<file path="src/rtl/led_fade_pwm.sv">
// Per-channel LED fader: each request edge ramps brightness up/down one step per fade tick, driven out as PWM.
// Optional LED_FADE_GAMMA_EN maps level to a squared (perceptual) duty; default build uses duty = level.
module led_fade_ch #(
  parameter int PWM_BITS = 8
) (
  input  logic                clk,
  input  logic                rst_n,
  input  logic                i_tick,
  input  logic                i_req,
  input  logic                i_enable,
  input  logic [PWM_BITS-1:0] i_pwm_cnt,
  output logic                o_led,
  output logic                o_busy
);
  localparam logic [PWM_BITS-1:0] MAX = '1;

  logic [PWM_BITS-1:0] r_level;
  logic [PWM_BITS-1:0] w_duty;
  logic                r_led;

  // Saturating ramp; direction follows the request at every tick, so reversal never jumps.
  always_ff @(posedge clk) begin
    if (!rst_n) begin
      r_level <= '0;
    end else if (i_tick) begin
      if (i_req && r_level != MAX)       r_level <= r_level + 1'b1;
      else if (!i_req && r_level != '0)  r_level <= r_level - 1'b1;
    end
  end

`ifdef LED_FADE_GAMMA_EN
  logic [2*PWM_BITS-1:0] w_sq;
  assign w_sq   = {{PWM_BITS{1'b0}}, r_level} * {{PWM_BITS{1'b0}}, r_level};
  // Full scale is pinned so the top level stays constantly on.
  assign w_duty = (r_level == MAX) ? MAX : w_sq[2*PWM_BITS-1:PWM_BITS];
`else
  assign w_duty = r_level;
`endif

  always_ff @(posedge clk) begin
    if (!rst_n) r_led <= 1'b0;
    else        r_led <= i_enable & (w_duty > i_pwm_cnt);
  end

  assign o_led  = r_led;
  assign o_busy = i_req ? (r_level != MAX) : (r_level != '0);
endmodule

module led_fade_pwm #(
  parameter int N_CH     = 8,
  parameter int PWM_BITS = 8,
  parameter int FADE_DIV = 24414
) (
  input  logic            clk,
  input  logic            rst_n,
  input  logic            enable,
  input  logic [N_CH-1:0] led_req,
  output logic [N_CH-1:0] led_out,
  output logic            fade_busy
);
  localparam int                  DIV_W    = (FADE_DIV > 1) ? $clog2(FADE_DIV) : 1;
  localparam logic [DIV_W-1:0]    DIV_LAST = DIV_W'(FADE_DIV - 1);
  localparam logic [PWM_BITS-1:0] MAX      = '1;
  localparam logic [PWM_BITS-1:0] PWM_LAST = MAX - 1'b1;

  logic [N_CH-1:0]     r_req_q;
  logic [DIV_W-1:0]    r_div_cnt;
  logic [PWM_BITS-1:0] r_pwm_cnt;
  logic                r_busy;
  logic                w_tick;
  logic [N_CH-1:0]     w_busy;

  assign w_tick = (r_div_cnt == DIV_LAST);

  // Divider and PWM counter free-run independently of enable.
  always_ff @(posedge clk) begin
    if (!rst_n) begin
      r_req_q   <= '0;
      r_div_cnt <= '0;
      r_pwm_cnt <= '0;
      r_busy    <= 1'b0;
    end else begin
      r_req_q   <= led_req;
      r_div_cnt <= w_tick ? '0 : r_div_cnt + 1'b1;
      r_pwm_cnt <= (r_pwm_cnt == PWM_LAST) ? '0 : r_pwm_cnt + 1'b1;
      r_busy    <= |w_busy;
    end
  end

  for (genvar g = 0; g < N_CH; g++) begin : g_ch
    led_fade_ch #(.PWM_BITS(PWM_BITS)) u_ch (
      .clk       (clk),
      .rst_n     (rst_n),
      .i_tick    (w_tick),
      .i_req     (r_req_q[g]),
      .i_enable  (enable),
      .i_pwm_cnt (r_pwm_cnt),
      .o_led     (led_out[g]),
      .o_busy    (w_busy[g])
    );
  end

  assign fade_busy = r_busy;
endmodule

</file>
<file path="config.mk">
export PLATFORM = sky130hd
export DESIGN_NAME = led_fade_pwm
export DESIGN_NICKNAME = d
export VERILOG_FILES = /design/src/rtl/led_fade_pwm.sv
export SDC_FILE = /design/constraint.sdc
export NUM_CORES = 1
export LEC_CHECK = 0
export ABC_AREA = 1
export BUFFER_PORTS_ARGS = -buffer_cell sky130_fd_sc_hd__buf_2
export CORE_ASPECT_RATIO = 0.7
export CORE_MARGIN = 2
export CORE_UTILIZATION = 50
export CTS_CLUSTER_DIAMETER = 100
export DETAILED_ROUTE_END_ITERATION = 8
export PLACE_DENSITY = 0.66
export SYNTH_ARGS = -nofsm -noshare
export SYNTH_HDL_FRONTEND = slang
export SYNTH_SLANG_ARGS = --single-unit
export TNS_END_PERCENT = 30
</file>
<file path="constraint.sdc">
create_clock -name clk -period 2.24 [get_ports clk]
set_input_delay 0.448 -clock clk [delete_from_list [all_inputs] [get_ports clk]]
set_output_delay 0.448 -clock clk [all_outputs]
set_load 0.01 [all_outputs]
</file>
==> metrics.log, run 1 <==
INFO  metric run_status = completed
INFO  metric postSynthNetCount = 1357
INFO  metric wl = 19.5 mm
INFO  metric portBuffers = 19
INFO  metric total_leakage_power = 4.48 nW
INFO  metric fillCellCount = 1555
INFO  metric timing.critical_path.from_type = register
INFO  metric hp-class = in -> reg
INFO  metric clk-insertion-delay-late = 0.36 ns
INFO  metric share_of_post_route_cells_with_drive_strength_above_1 = 10.8%
INFO  metric longest_clk_path_bufs = 2
INFO  metric critical_path_arrival = 2.32 ns
INFO  metric globalRoute.totalOverflow = 0
INFO  metric skew = 0.0139 ns
INFO  metric synth.top_cells.by_area = sky130_fd_sc_hd__dfxtp_1 (26%), sky130_fd_sc_hd__nand2_1 (18%), sky130_fd_sc_hd__ha_1 (18%), sky130_fd_sc_hd__nor2_1 (7.7%), sky130_fd_sc_hd__a21oi_1 (6.3%)
INFO  metric number_of_global_route_vias_before_repair = 7069
INFO  metric finalCriticalPeriod = 2.03 ns
INFO  metric grt_first_pass_wirelength = 33.8 mm
INFO  metric die_outline_area = ~0.017 sq mm
INFO  metric crit_path_max_fanout = 5
INFO  metric place.gp.congestion = 0.826
INFO  metric initial_core_utilization = roughly half
INFO  metric required_time_at_the_endpoint_of_the_critical_path = about 2.5 ns
INFO  metric synthToLayoutAreaGrowth = 13.4%
INFO  metric die_w = ~160 microns
INFO  metric fmax = 494 MHz
INFO  metric gate_count_of_the_mapped_netlist = approximately 1.2k
INFO  metric post_cts_hold_buffer_count = 0
INFO  metric synth-xor-area-share = 5.07%
INFO  metric synthesis.area = 0.00812 sq mm
INFO  metric detail_route.vias_per_cell = between 5 and 6
INFO  metric r2r_slack = about 0.21 ns
INFO  metric netlist.area_leader.share = between 20 and 30%
INFO  metric hold_viol_final = 0
INFO  metric synth-compound-area-share = a little over a tenth
INFO  metric detailedRoute.firstIterationViolations = 537
INFO  metric largest_family_of_logic_cells_by_synthesized_area = simple AND/OR/NAND/NOR gates
INFO  metric grt_start_max_net_pins = 41
INFO  metric post_synth_and_or_nand_nor_area_fraction = 31.8%
INFO  metric synth.yosys.warnings = 0
INFO  metric vdd_ir_drop_max = about 0.31 mV
INFO  metric drtPass1Iterations = 6
INFO  metric startpoint_to_endpoint_class_of_the_critical_path = reg -> reg
INFO  metric synth.avg_cell_area = about 6.6 sq um
INFO  metric seq_area_frac_synth = 25.6%
INFO  metric routedWlPerCell = 13.0 microns
INFO  metric num_vias = 7586
INFO  metric cts_sinks = 104
INFO  metric synth_cell_type_count = 31
INFO  metric max_slew_margin = 54.9%
INFO  metric setup_repair_after_global_routing_missed_its_margin = false
INFO  metric die_y = 111 microns
INFO  metric floorplan.rows = 38
INFO  metric power.density_cell_area = 432 mW/mm^2
INFO  metric final_max_slew_viol_count = 0
INFO  metric yosys.area.top_type = sky130_fd_sc_hd__dfxtp_1
INFO  metric finalNetCount = 1433
INFO  metric critPathCaptureType = register
INFO  metric core_area = around 0.016 sq mm
INFO  metric worst_setup_hold_path_clk_slew = 0.07 ns
INFO  metric synth_mux_area_share = 0%
INFO  metric detail_route.drc_violations = 0
INFO  metric setup_violations = 0
INFO  metric htree_num_levels = 3
INFO  metric grt_antenna_before_repair = 0
INFO  metric cts.root.buffer_cell = sky130_fd_sc_hd__clkbuf_16
INFO  metric arithmetic_cell_share_of_the_synthesized_area_counting_full_adders_half_adders_and_majority_gates = 19.8%
INFO  metric top_level_ports = 20
INFO  metric detailed_place_hpwl = 14.8 mm
INFO  metric gr-usage-all-layers = a little under a quarter
INFO  metric layout.core_utilization = 58.7%
INFO  metric setup-tns-final = 0 ns
INFO  metric n_antenna_cell = 0
INFO  metric period_share = 90.4%
INFO  metric postRouteAntennaNets = 0
INFO  metric ys_ff_latch = roughly 100
INFO  metric drv_cap = 0
INFO  metric tightestPinTransition = between 0.6 and 0.7 ns
INFO  metric cts_tree = done
INFO  metric cts_made_buffers = 9
[state kept, by name, indices dropped and copies added (netlist names)]
register,cells
g_ch.u_ch.o_led,8
g_ch.u_ch.r_level,64
r_pwm_cnt,8
fade_busy,1
r_div_cnt,15
r_req_q,8
[routing by layer]
layer / global-route usage [%] / up-vias / share of wire, %
li1: - / 4095 / -
met1: 35.9 / 3376 / 54
met2: 35.6 / 100 / 41
met3: 4.08 / 15 / 3.7
met4: 4.77 / 0 / 1.0
met5: 0 / - / 0
[stage by stage]
step | std cells | worst slack (ns) | cell area [sq um] | power [mW] | hold slack (ns)
after floorplan | 1222 | 0.220 | 8120 | 2.24 | 0.433
after global placement | 1487 | 0.139 | 8860 | 2.36 | 0.447
after detailed placement | 1487 | 0.109 | 8860 | 2.36 | 0.461
after CTS | 1503 | 0.0690 | 9160 | 4.01 | 0.257
after global routing | 1503 | 0.00135 | 9210 | 4.16 | 0.260
final | 1503 | 0.214 | 9210 | 3.97 | 0.269
[synthesized netlist by cell type]
| cell type | number |
|---|---|
| sky130_fd_sc_hd__clkbuf_1 | 8 |
| sky130_fd_sc_hd__a21o_1 | 7 |
| sky130_fd_sc_hd__nor3_1 | 6 |
| sky130_fd_sc_hd__nor2_1 | 167 |
| sky130_fd_sc_hd__xnor2_1 | 19 |
| sky130_fd_sc_hd__a31oi_1 | 1 |
| sky130_fd_sc_hd__inv_1 | 123 |
| sky130_fd_sc_hd__inv_2 | 5 |
| sky130_fd_sc_hd__a21oi_1 | 103 |
| sky130_fd_sc_hd__o21ai_0 | 30 |
| sky130_fd_sc_hd__dfxtp_1 | 104 |
| sky130_fd_sc_hd__nor3_2 | 1 |
| sky130_fd_sc_hd__nor3b_1 | 2 |
| sky130_fd_sc_hd__nand3_1 | 46 |
| sky130_fd_sc_hd__nand4_1 | 17 |
| sky130_fd_sc_hd__a211oi_1 | 5 |
| sky130_fd_sc_hd__fa_1 | 8 |
| sky130_fd_sc_hd__clkinv_1 | 1 |
| sky130_fd_sc_hd__nor2_4 | 1 |
| sky130_fd_sc_hd__xor2_1 | 28 |
| sky130_fd_sc_hd__o21bai_1 | 1 |
| sky130_fd_sc_hd__buf_4 | 9 |
| sky130_fd_sc_hd__o41ai_1 | 6 |
| sky130_fd_sc_hd__or2_2 | 9 |
| sky130_fd_sc_hd__o21a_1 | 3 |
| sky130_fd_sc_hd__nand2_2 | 1 |
| sky130_fd_sc_hd__nor3_4 | 1 |
| sky130_fd_sc_hd__o21ai_1 | 1 |
| sky130_fd_sc_hd__or2_0 | 1 |
| sky130_fd_sc_hd__ha_1 | 116 |
| sky130_fd_sc_hd__nand2_1 | 392 |
[area by class of cell]
type,count,area (sq um),area share [%]
clock inverters,7,78.8,0.856
inverters,129,484,5.26
flip-flops and latches,104,2100,22.8
well taps,200,250,2.72
clock buffers,9,225,2.45
repair buffers,82,581,6.31
multi-input cells,972,5490,59.6
[what timing repair did]
item                                    CTS  global route
setup buffers                             0             0
endpoints found under the setup margin    0            23
endpoints found under the hold margin     0             0
gates resized for setup                   0            26
[power breakdown]
group          leakage, nW  internal (mW)  total (mW)  switching (mW)
Sequential           0.850           1.87        1.89          0.0195
Combinational         3.49          0.168       0.432           0.264
Clock                0.144          0.879        1.65           0.771
[layout by cell type, fill, tap and decap left out, types with 2 or more instances in the layout]
cell type	Yosys	final
sky130_fd_sc_hd__nor3b_1	2	2
sky130_fd_sc_hd__nand2_2	1	9
sky130_fd_sc_hd__inv_2	5	5
sky130_fd_sc_hd__nor3_1	6	6
sky130_fd_sc_hd__or2_2	9	9
sky130_fd_sc_hd__inv_1	123	123
sky130_fd_sc_hd__fa_1	8	8
sky130_fd_sc_hd__nand4_1	17	17
sky130_fd_sc_hd__buf_2	0	19
sky130_fd_sc_hd__a21oi_1	103	103
sky130_fd_sc_hd__ha_1	116	116
sky130_fd_sc_hd__dfxtp_2	0	16
sky130_fd_sc_hd__o21ai_0	30	30
sky130_fd_sc_hd__buf_4	9	62
sky130_fd_sc_hd__o21a_1	3	3
sky130_fd_sc_hd__xnor2_1	19	19
sky130_fd_sc_hd__clkbuf_16	0	9
sky130_fd_sc_hd__clkinvlp_4	0	2
sky130_fd_sc_hd__dfxtp_1	104	88
sky130_fd_sc_hd__xor2_1	28	28
sky130_fd_sc_hd__nand2_1	392	383
sky130_fd_sc_hd__o41ai_1	6	6
sky130_fd_sc_hd__a21o_1	7	7
sky130_fd_sc_hd__nor2_1	167	167
sky130_fd_sc_hd__nand3_1	46	46
sky130_fd_sc_hd__a211oi_1	5	5
[critical path: stages (launching register included)]
cell,delay (ns)
sky130_fd_sc_hd__dfxtp_1,0.43
sky130_fd_sc_hd__nand2_1,0.08
sky130_fd_sc_hd__nor2_1,0.08
sky130_fd_sc_hd__nand2_1,0.08
sky130_fd_sc_hd__nand2_2,0.13
sky130_fd_sc_hd__ha_1,0.28
sky130_fd_sc_hd__or2_2,0.28
sky130_fd_sc_hd__nand2_1,0.14
sky130_fd_sc_hd__nor2_1,0.06
sky130_fd_sc_hd__nor2_1,0.11
sky130_fd_sc_hd__xnor2_1,0.14
sky130_fd_sc_hd__nor2_1,0.06
sky130_fd_sc_hd__nor2_1,0.09
[kinds of logic after synthesis]
group	count (synthesis)
adder cells (fa/ha/maj)	124
AO/OA/AOI/OAI	157
flip-flops	104
AND/OR/NAND/NOR	644
XOR/XNOR	47
buffers and inverters	146
[worst paths after layout]
kind / startpoint / cells after the start / endpoint
setup reg to reg: g_ch[7].u_ch.r_level[3] / 12 / g_ch[7].u_ch.r_level[5]
setup / recovery: g_ch[7].u_ch.r_level[3] / 12 / g_ch[7].u_ch.r_level[5]
hold reg to reg: r_div_cnt[0] / 1 / r_div_cnt[0]
hold / removal: led_req[7] / 3 / r_req_q[7]
(Power assumes the default switching activity.)
==> run 2: changes to the inputs <==
--- a/config.mk
+++ b/config.mk
@@ -7,7 +7,7 @@
 export LEC_CHECK = 0
 export ABC_AREA = 1
 export BUFFER_PORTS_ARGS = -buffer_cell sky130_fd_sc_hd__buf_2
-export CORE_ASPECT_RATIO = 0.7
+export CORE_ASPECT_RATIO = 0.8
 export CORE_MARGIN = 2
 export CORE_UTILIZATION = 50
 export CTS_CLUSTER_DIAMETER = 100
==> run 2 against run 1 <==
Critical path type unchanged. Register-to-register slack got worse by 0.04 ns. Global-route usage fell by 0.99 points. Clock skew fell by 0.0012 ns. Largest cell class unchanged. Non-clock buffer count fell by 3. Sequential share of layout area rose by 0.11 points. Clock-buffer cell count did not move. Highest routed layer unchanged. Utilization fell by 0.94 points. Total power fell by 2.1%.
==> metrics.log, run 2 (synthesis results as in run 1) <==
INFO  metric run_status = completed
INFO  metric rr_worst_depth = 13 (+1)
INFO  metric htree_num_levels = 3 (unchanged)
INFO  metric layout_commonest_cell = sky130_fd_sc_hd__nand2_1
INFO  metric postRouteAntennaNets = 0 (unchanged)
INFO  metric worstReg2RegEnd = g_ch[6].u_ch.r_level[7]
INFO  metric wl = 19.0 mm (-2.7%)
INFO  metric setup_violations = 0 (unchanged)
INFO  metric top_level_ports = 20 (unchanged)
INFO  metric floorplan.rows = 41 (+7.9%)
INFO  metric clk-insertion-delay-late = 0.36 ns (about the same)
INFO  metric critPathCaptureType = register
INFO  metric synthToLayoutAreaGrowth = 12.7%
INFO  metric hold-path-cell-count = 3 (unchanged)
INFO  metric skew = 0.0128 ns (-0.00117 ns)
INFO  metric die_w = 147 microns (-6.3%)
INFO  metric n_antenna_cell = 0 (unchanged)
INFO  metric layout.cells.most_common_list = sky130_fd_sc_hd__nand2_1 (388), sky130_fd_sc_hd__nor2_1 (167), sky130_fd_sc_hd__inv_1 (123)
INFO  metric cts_sinks = 104 (unchanged)
INFO  metric globalRoute.totalOverflow = 0 (unchanged)
INFO  metric die_y = 118 microns (+6.7%)
INFO  metric required_time_at_the_endpoint_of_the_critical_path = 2.52 ns (-0.02 ns)
INFO  metric timing.critical_path.from_type = register
INFO  metric grt_antenna_before_repair = 0 (unchanged)
INFO  metric critPathMaxStageDelay = 0.43 ns (about the same)
INFO  metric period_share = 92.2% (+1.7 points)
INFO  metric setup_repair_after_global_routing_missed_its_margin = true
INFO  metric tightestPinTransition = 0.560 ns (-0.109 ns)
INFO  metric layout_top_registers = g_ch.u_ch.r_level: 64 flops, r_div_cnt: 15 flops
INFO  metric detailed_place_hpwl = 14.7 mm (-0.89%)
INFO  metric final_max_slew_viol_count = 0 (unchanged)
INFO  metric place_area = 0.00884 sq mm (-0.18%)
INFO  metric critical_path.reg2reg.startpoint = g_ch[6].u_ch.r_level[6]
INFO  metric place.gp.congestion = 0.868 (+5.1%)
INFO  metric share_of_post_route_cells_with_drive_strength_above_1 = 10.1% (-0.74 points)
INFO  metric largest_reg_flops = 64 (unchanged)
INFO  metric crit_path_cell_trace = nand2_1, nor2_1, nand2_1, nand2_2, ha_1, or2_2, nand2_1, nor2_1, nor2_1, nand3_1, nand2_1, nand2_1, a21oi_1
INFO  metric worst_hold_path.endpoint = r_req_q[7]
INFO  metric core_area = 0.0159 sq mm (+1.0%)
INFO  metric hold_viol_final = 0 (unchanged)
INFO  metric cts_tree = done
INFO  metric startpoint_to_endpoint_class_of_the_critical_path = reg -> reg
INFO  metric max_slew_margin = 62.3% (+7.4 points)
INFO  metric gr-usage-all-layers = 22.9% (-0.99 points)
INFO  metric initial_core_utilization = 51.2% (-0.53 points)
INFO  metric worst_hold_startpoint = led_req[7]
INFO  metric setup-tns-final = 0 ns (unchanged)
INFO  metric grt_start_max_net_pins = 25 (-39%)
INFO  metric worst_setup_hold_path_clk_slew = 0.08 ns (about the same)
INFO  metric cp_slowest_cell = sky130_fd_sc_hd__dfxtp_1
INFO  metric finalHoldWorstSlack = 0.259 ns (-0.0102 ns)
INFO  metric hp-class = in -> reg
INFO  metric routedWlPerCell = 12.5 microns (-3.5%)
INFO  metric cts_made_buffers = 9 (unchanged)
INFO  metric vdd_ir_drop_max = 0.355 mV (+13%)
INFO  metric longest_clk_path_bufs = 2 (unchanged)
INFO  metric drv_cap = 0 (unchanged)
INFO  metric power.density_cell_area = 425 mW/mm^2 (-1.5%)
INFO  metric max_flop_register = g_ch.u_ch.r_level
INFO  metric finalCriticalPeriod = 2.06 ns (+0.0383 ns)
INFO  metric detail_route.drc_violations = 0 (unchanged)
INFO  metric post_cts.repair.setup_buffers = 0 (unchanged)
INFO  metric portBuffers = 19 (unchanged)
INFO  metric r2r_slack = 0.18 ns (-0.04 ns)
INFO  metric p_total = 3.89 mW (-2.1%)
INFO  metric detail_route.vias_per_cell = 5.01 (-0.82%)
INFO  metric number_of_global_route_vias_before_repair = 6883 (-2.6%)
INFO  metric die_outline_area = 0.0173 sq mm (about the same)
INFO  metric finalNetCount = 1430 (-0.21%)
INFO  metric drtPass1Iterations = 5 (-1)
INFO  metric most_repeated_library_cell_on_the_critical_path = sky130_fd_sc_hd__nand2_1
INFO  metric post_cts_hold_buffer_count = 0 (unchanged)
INFO  metric layout.core_utilization = 57.7% (-0.94 points)
INFO  metric num_vias = 7584 (-0.026%)
INFO  metric final_area = 0.00915 sq mm (-0.58%)
INFO  metric grt_first_pass_wirelength = 32.8 mm (-3.0%)
INFO  metric total_leakage_power = 4.46 nW (-0.66%)
INFO  metric detailedRoute.firstIterationViolations = 417 (-22%)
INFO  metric crit_path_max_fanout = 5 (unchanged)
INFO  metric fmax = 484 MHz (-1.9%)
INFO  metric cts.root.buffer_cell = sky130_fd_sc_hd__clkbuf_16
INFO  metric critical_path_arrival = 2.35 ns (+0.03 ns)
## run 2: power breakdown
group | switching [mW] | internal (mW) | total [mW]
sequential | 0.0205 | 1.87 | 1.89
combinational | 0.254 | 0.169 | 0.423
clock | 0.797 | 0.779 | 1.58
## run 2: worst max-delay path by stage
stage / from / end
finish: g_ch[6].u_ch.r_level[6] / g_ch[6].u_ch.r_level[7]
CTS: g_ch[7].u_ch.r_level[5] / g_ch[7].u_ch.r_level[7]
global placement: g_ch[7].u_ch.r_level[5] / g_ch[7].u_ch.r_level[7]
floorplan: g_ch[0].u_ch.r_level[1] / g_ch[0].u_ch.r_level[5]
detailed placement: g_ch[7].u_ch.r_level[3] / g_ch[7].u_ch.r_level[7]
global route: g_ch[6].u_ch.r_level[5] / g_ch[6].u_ch.r_level[7]
## run 2: area by class of cell
| cell class | instances | area, sq um |
|---|---|---|
| Multi-Input combinational cell | 972 | 5470 |
| Inverter | 129 | 484 |
| Clock buffer | 9 | 225 |
| Fill cell | 1531 | 6700 |
| Tap cell | 215 | 269 |
| Timing Repair Buffer | 79 | 546 |
| Sequential cell | 104 | 2100 |
| Clock inverter | 7 | 61.3 |
## run 2: through the flow
stage          setup slack (ns)  instances
4_1_cts                  0.0941       1515
6_report                  0.176       1515
2_1_floorplan             0.220       1222
3_5_place_dp              0.119       1499
5_1_grt                 -0.0101       1515
3_3_place_gp              0.163       1499
## run 2: routing by layer
| layer | GRT usage, % | vias to the layer above | share of wire, % |
|---|---|---|---|
| li1 | - | 4084 | - |
| met1 | 33.6 | 3349 | 52 |
| met2 | 35.2 | 135 | 43 |
| met3 | 3.99 | 16 | 4.1 |
| met4 | 4.43 | 0 | 1.0 |
| met5 | 0 | - | 0 |
## run 2: critical path, delay by kind of cell, from the launching register on
family                   cells  cell delay, ns
AO/OA/AOI/OAI                1            0.11
adder cells (fa/ha/maj)      1            0.27
AND/OR/NAND/NOR             11            1.19
flip-flops                   1            0.43
## run 2: what timing repair did
action                     CTS  global route
setup endpoints to repair    0            15
resized for setup            0            18
hold endpoints to repair     0             0
==> run 3: changes to the inputs <==
--- a/config.mk
+++ b/config.mk
@@ -10,6 +10,7 @@
 export CORE_ASPECT_RATIO = 0.8
 export CORE_MARGIN = 2
 export CORE_UTILIZATION = 50
+export CTS_BUF_LIST = sky130_fd_sc_hd__clkbuf_8
 export CTS_CLUSTER_DIAMETER = 100
 export DETAILED_ROUTE_END_ITERATION = 8
 export PLACE_DENSITY = 0.66
==> run 3 against run 2 <==
Global-route usage is 0.080 points lower. Via count up 0.42%. Sequential share of layout area rose by 0.33 points. First-iteration DRC count up 1.7%. Combinational power barely moved. Non-clock buffer count did not move. Final area is 1.0% lower. Wire length about the same. Sequential power hardly changed. Sequential cell count unchanged. Worst setup slack improved by 0.0023 ns. Highest routed layer unchanged.
==> metrics.log, run 3 (synthesis results as in run 1) <==
INFO  metric drv_cap = 0 (unchanged)
INFO  metric layout.cells.most_common_list = sky130_fd_sc_hd__nand2_1 (388), sky130_fd_sc_hd__nor2_1 (167), sky130_fd_sc_hd__inv_1 (123)
INFO  metric critical_path.reg2reg.startpoint = g_ch[6].u_ch.r_level[6]
INFO  metric worstReg2RegEnd = g_ch[6].u_ch.r_level[7]
INFO  metric htree_num_levels = 3 (unchanged)
INFO  metric detail_route.vias_per_cell = 5.03 (+0.42%)
INFO  metric p_int = 2.47 mW (-12%)
INFO  metric grt_first_pass_wirelength = 32.7 mm (-0.13%)
INFO  metric worst_setup_hold_path_clk_slew = 0.11 ns (+0.03 ns)
INFO  metric startpoint_to_endpoint_class_of_the_critical_path = reg -> reg
INFO  metric crit_path_max_fanout = 5 (unchanged)
INFO  metric core_area = 0.0159 sq mm (unchanged)
INFO  metric number_of_global_route_vias_before_repair = 6867 (-0.23%)
INFO  metric layout.area.seq = 0.00211 sq mm (+0.42%)
INFO  metric finalCriticalPeriod = 2.06 ns (-0.00230 ns)
INFO  metric most_repeated_library_cell_on_the_critical_path = sky130_fd_sc_hd__nand2_1
INFO  metric fmax = 485 MHz (+0.11%)
INFO  metric crit_path_cell_trace = nand2_1, nor2_1, nand2_1, nand2_2, ha_1, or2_2, nand2_1, nor2_1, nor2_1, nand3_1, nand2_1, nand2_1, a21oi_1
INFO  metric share_of_post_route_cells_with_drive_strength_above_1 = 10.6% (+0.54 points)
INFO  metric cts.root.buffer_cell = sky130_fd_sc_hd__clkbuf_8
INFO  metric layout.core_utilization = 57.2% (-0.58 points)
INFO  metric p_sw = 1.02 mW (-4.6%)
INFO  metric power.density_cell_area = 385 mW/mm^2 (-9.4%)
INFO  metric p_total = 3.49 mW (-10%)
INFO  metric cts_tree = done
INFO  metric setup-tns-final = 0 ns (unchanged)
INFO  metric required_time_at_the_endpoint_of_the_critical_path = 2.56 ns (+0.04 ns)
INFO  metric die_w = 147 microns (unchanged)
INFO  metric top_level_ports = 20 (unchanged)
INFO  metric critPathCapture = g_ch[6].u_ch.r_level[7]
INFO  metric clk-insertion-delay-late = 0.40 ns (+0.04 ns)
INFO  metric wl = 19.0 mm (about the same)
INFO  metric num_vias = 7616 (+0.42%)
INFO  metric skew = 0.0210 ns (+0.00823 ns)
INFO  metric switching_fraction_of_total_power = 29.3% (+1.7 points)
INFO  metric critPathCaptureType = register
INFO  metric layout_commonest_cell = sky130_fd_sc_hd__nand2_1
INFO  metric setup_repair_after_global_routing_missed_its_margin = true
INFO  metric cts_sinks = 104 (unchanged)
INFO  metric hold-path-cell-count = 3 (unchanged)
INFO  metric hold_viol_final = 0 (unchanged)
INFO  metric timing.critical_path.from_type = register
INFO  metric post_cts.repair.setup_buffers = 0 (unchanged)
INFO  metric multi_input_gate_area = 0.00547 sq mm (unchanged)
INFO  metric largest_reg_flops = 64 (unchanged)
INFO  metric synthToLayoutAreaGrowth = 11.6%
INFO  metric power.share.sequential = 54.2% (+5.6 points)
INFO  metric critical_path_arrival = 2.39 ns (+0.04 ns)
INFO  metric vdd_ir_drop_max = 0.294 mV (-17%)
INFO  metric startpoint = g_ch[6].u_ch.r_level[6]
INFO  metric initial_core_utilization = 51.2% (unchanged)
INFO  metric portBuffers = 19 (unchanged)
INFO  metric total_leakage_power = 4.41 nW (-0.96%)
INFO  metric die_y = 118 microns (unchanged)
INFO  metric die_outline_area = 0.0173 sq mm (unchanged)
INFO  metric cp_slowest_cell = sky130_fd_sc_hd__dfxtp_1
INFO  metric globalRoute.totalOverflow = 0 (unchanged)
INFO  metric gr-usage-all-layers = 22.8% (-0.080 points)
INFO  metric power.share.combinational = 12.1% (+1.2 points)
INFO  metric floorplan.rows = 41 (unchanged)
INFO  metric max_flop_register = g_ch.u_ch.r_level
INFO  metric final_max_slew_viol_count = 0 (unchanged)
INFO  metric setup_violations = 0 (unchanged)
INFO  metric routedWlPerCell = 12.5 microns (about the same)
INFO  metric cts_made_buffers = 9 (unchanged)
INFO  metric period_share = 92.1% (-0.10 points)
INFO  metric fillCellCount = 1549 (+1.2%)
INFO  metric detail_route.drc_violations = 0 (unchanged)
INFO  metric postRouteAntennaNets = 0 (unchanged)
INFO  metric r2r_slack = 0.18 ns (about the same)
INFO  metric n_antenna_cell = 0 (unchanged)
INFO  metric detailed_place_hpwl = 14.7 mm (unchanged)
INFO  metric max_slew_margin = 62.3% (about the same)
INFO  metric critPathMaxStageDelay = 0.43 ns (about the same)
INFO  metric layout_top_registers = g_ch.u_ch.r_level: 64 flops, r_div_cnt: 15 flops
INFO  metric longest_clk_path_bufs = 2 (unchanged)
INFO  metric drtPass1Iterations = 5 (unchanged)
INFO  metric finalNetCount = 1430 (unchanged)
INFO  metric tightestPinTransition = 0.560 ns (+0.000201 ns)
INFO  metric place.gp.congestion = 0.868 (unchanged)
INFO  metric clockPowerShare = 33.7% (-6.8 points)
INFO  metric hp-class = in -> reg
INFO  metric detailedRoute.firstIterationViolations = 424 (+1.7%)
INFO  metric grt_antenna_before_repair = 0 (unchanged)
INFO  metric grt_start_max_net_pins = 25 (unchanged)
INFO  metric run_status = completed
INFO  metric rr_worst_depth = 13 (unchanged)
-- run 3: cell count changes in the layout (fill, tap and decap cells not counted) --
| cell | delta |
|---|---|
| sky130_fd_sc_hd__dfxtp_1 | -7 |
| sky130_fd_sc_hd__dfxtp_2 | +7 |
| sky130_fd_sc_hd__clkbuf_16 | -9 |
| sky130_fd_sc_hd__clkbuf_8 | +9 |
-- run 3: what timing repair did --
item,4_1_cts,5_1_grt
resized for setup,0,25
endpoints found under the hold margin,0,0
hold buffers,0,0
endpoints found under the setup margin,0,15
-- run 3: worst min-delay path by stage --
stage | startpoint | slack [ns] | endpoint
floorplan | r_div_cnt[0] | 0.43 | r_div_cnt[0]
global placement | r_div_cnt[0] | 0.45 | r_div_cnt[0]
detailed placement | r_div_cnt[0] | 0.46 | r_div_cnt[0]
CTS | led_req[7] | 0.21 | r_req_q[7]
global route | led_req[6] | 0.21 | r_req_q[6]
finish | led_req[6] | 0.22 | r_req_q[6]
-- run 3: power by group through the flow --
stage	Sequential [mW]	Combinational, mW	Clock [mW]
after floorplan	1.93	0.311	0
after global placement	1.94	0.418	0
after detailed placement	1.94	0.422	0
after CTS	1.89	0.424	1.22
after global routing	1.90	0.490	1.29
final	1.89	0.421	1.18
-- run 3: final cells by class --
cell class / instances / share of cell area [%]
multi-input cells: 972 / 60.4
clock buffers: 9 / 1.37
repair buffers: 79 / 6.02
well taps: 215 / 2.97
inverters: 129 / 5.34
clock inverters: 7 / 0.677
flip-flops and latches: 104 / 23.3
-- run 3: per-stage QoR --
| stage | hold WS [ns] | instance area, sq um | setup slack, ns | cells |
|---|---|---|---|---|
| finish | 0.224 | 9060 | 0.178 | 1515 |
| global route | 0.208 | 9060 | -0.00157 | 1515 |
| CTS | 0.208 | 9020 | 0.0881 | 1515 |
| detailed placement | 0.457 | 8840 | 0.119 | 1499 |
| global placement | 0.449 | 8840 | 0.163 | 1499 |
| floorplan | 0.433 | 8120 | 0.220 | 1222 |
-- run 3: critical path, delay by kind of cell, from the launching register on --
kind            cells  cell delay (ns)
compound gates      1             0.11
simple gates       11             1.19
fa+ha+maj           1             0.27
flops               1             0.43
-- run 3: routing by layer --
| layer | up-vias | routed length, microns | global-route usage, % |
|---|---|---|---|
| li1 | 4090 | - | - |
| met1 | 3368 | 9880 | 33.7 |
| met2 | 144 | 8140 | 35.1 |
| met3 | 14 | 762 | 3.53 |
| met4 | 0 | 210 | 4.61 |
| met5 | - | 0 | 0 |
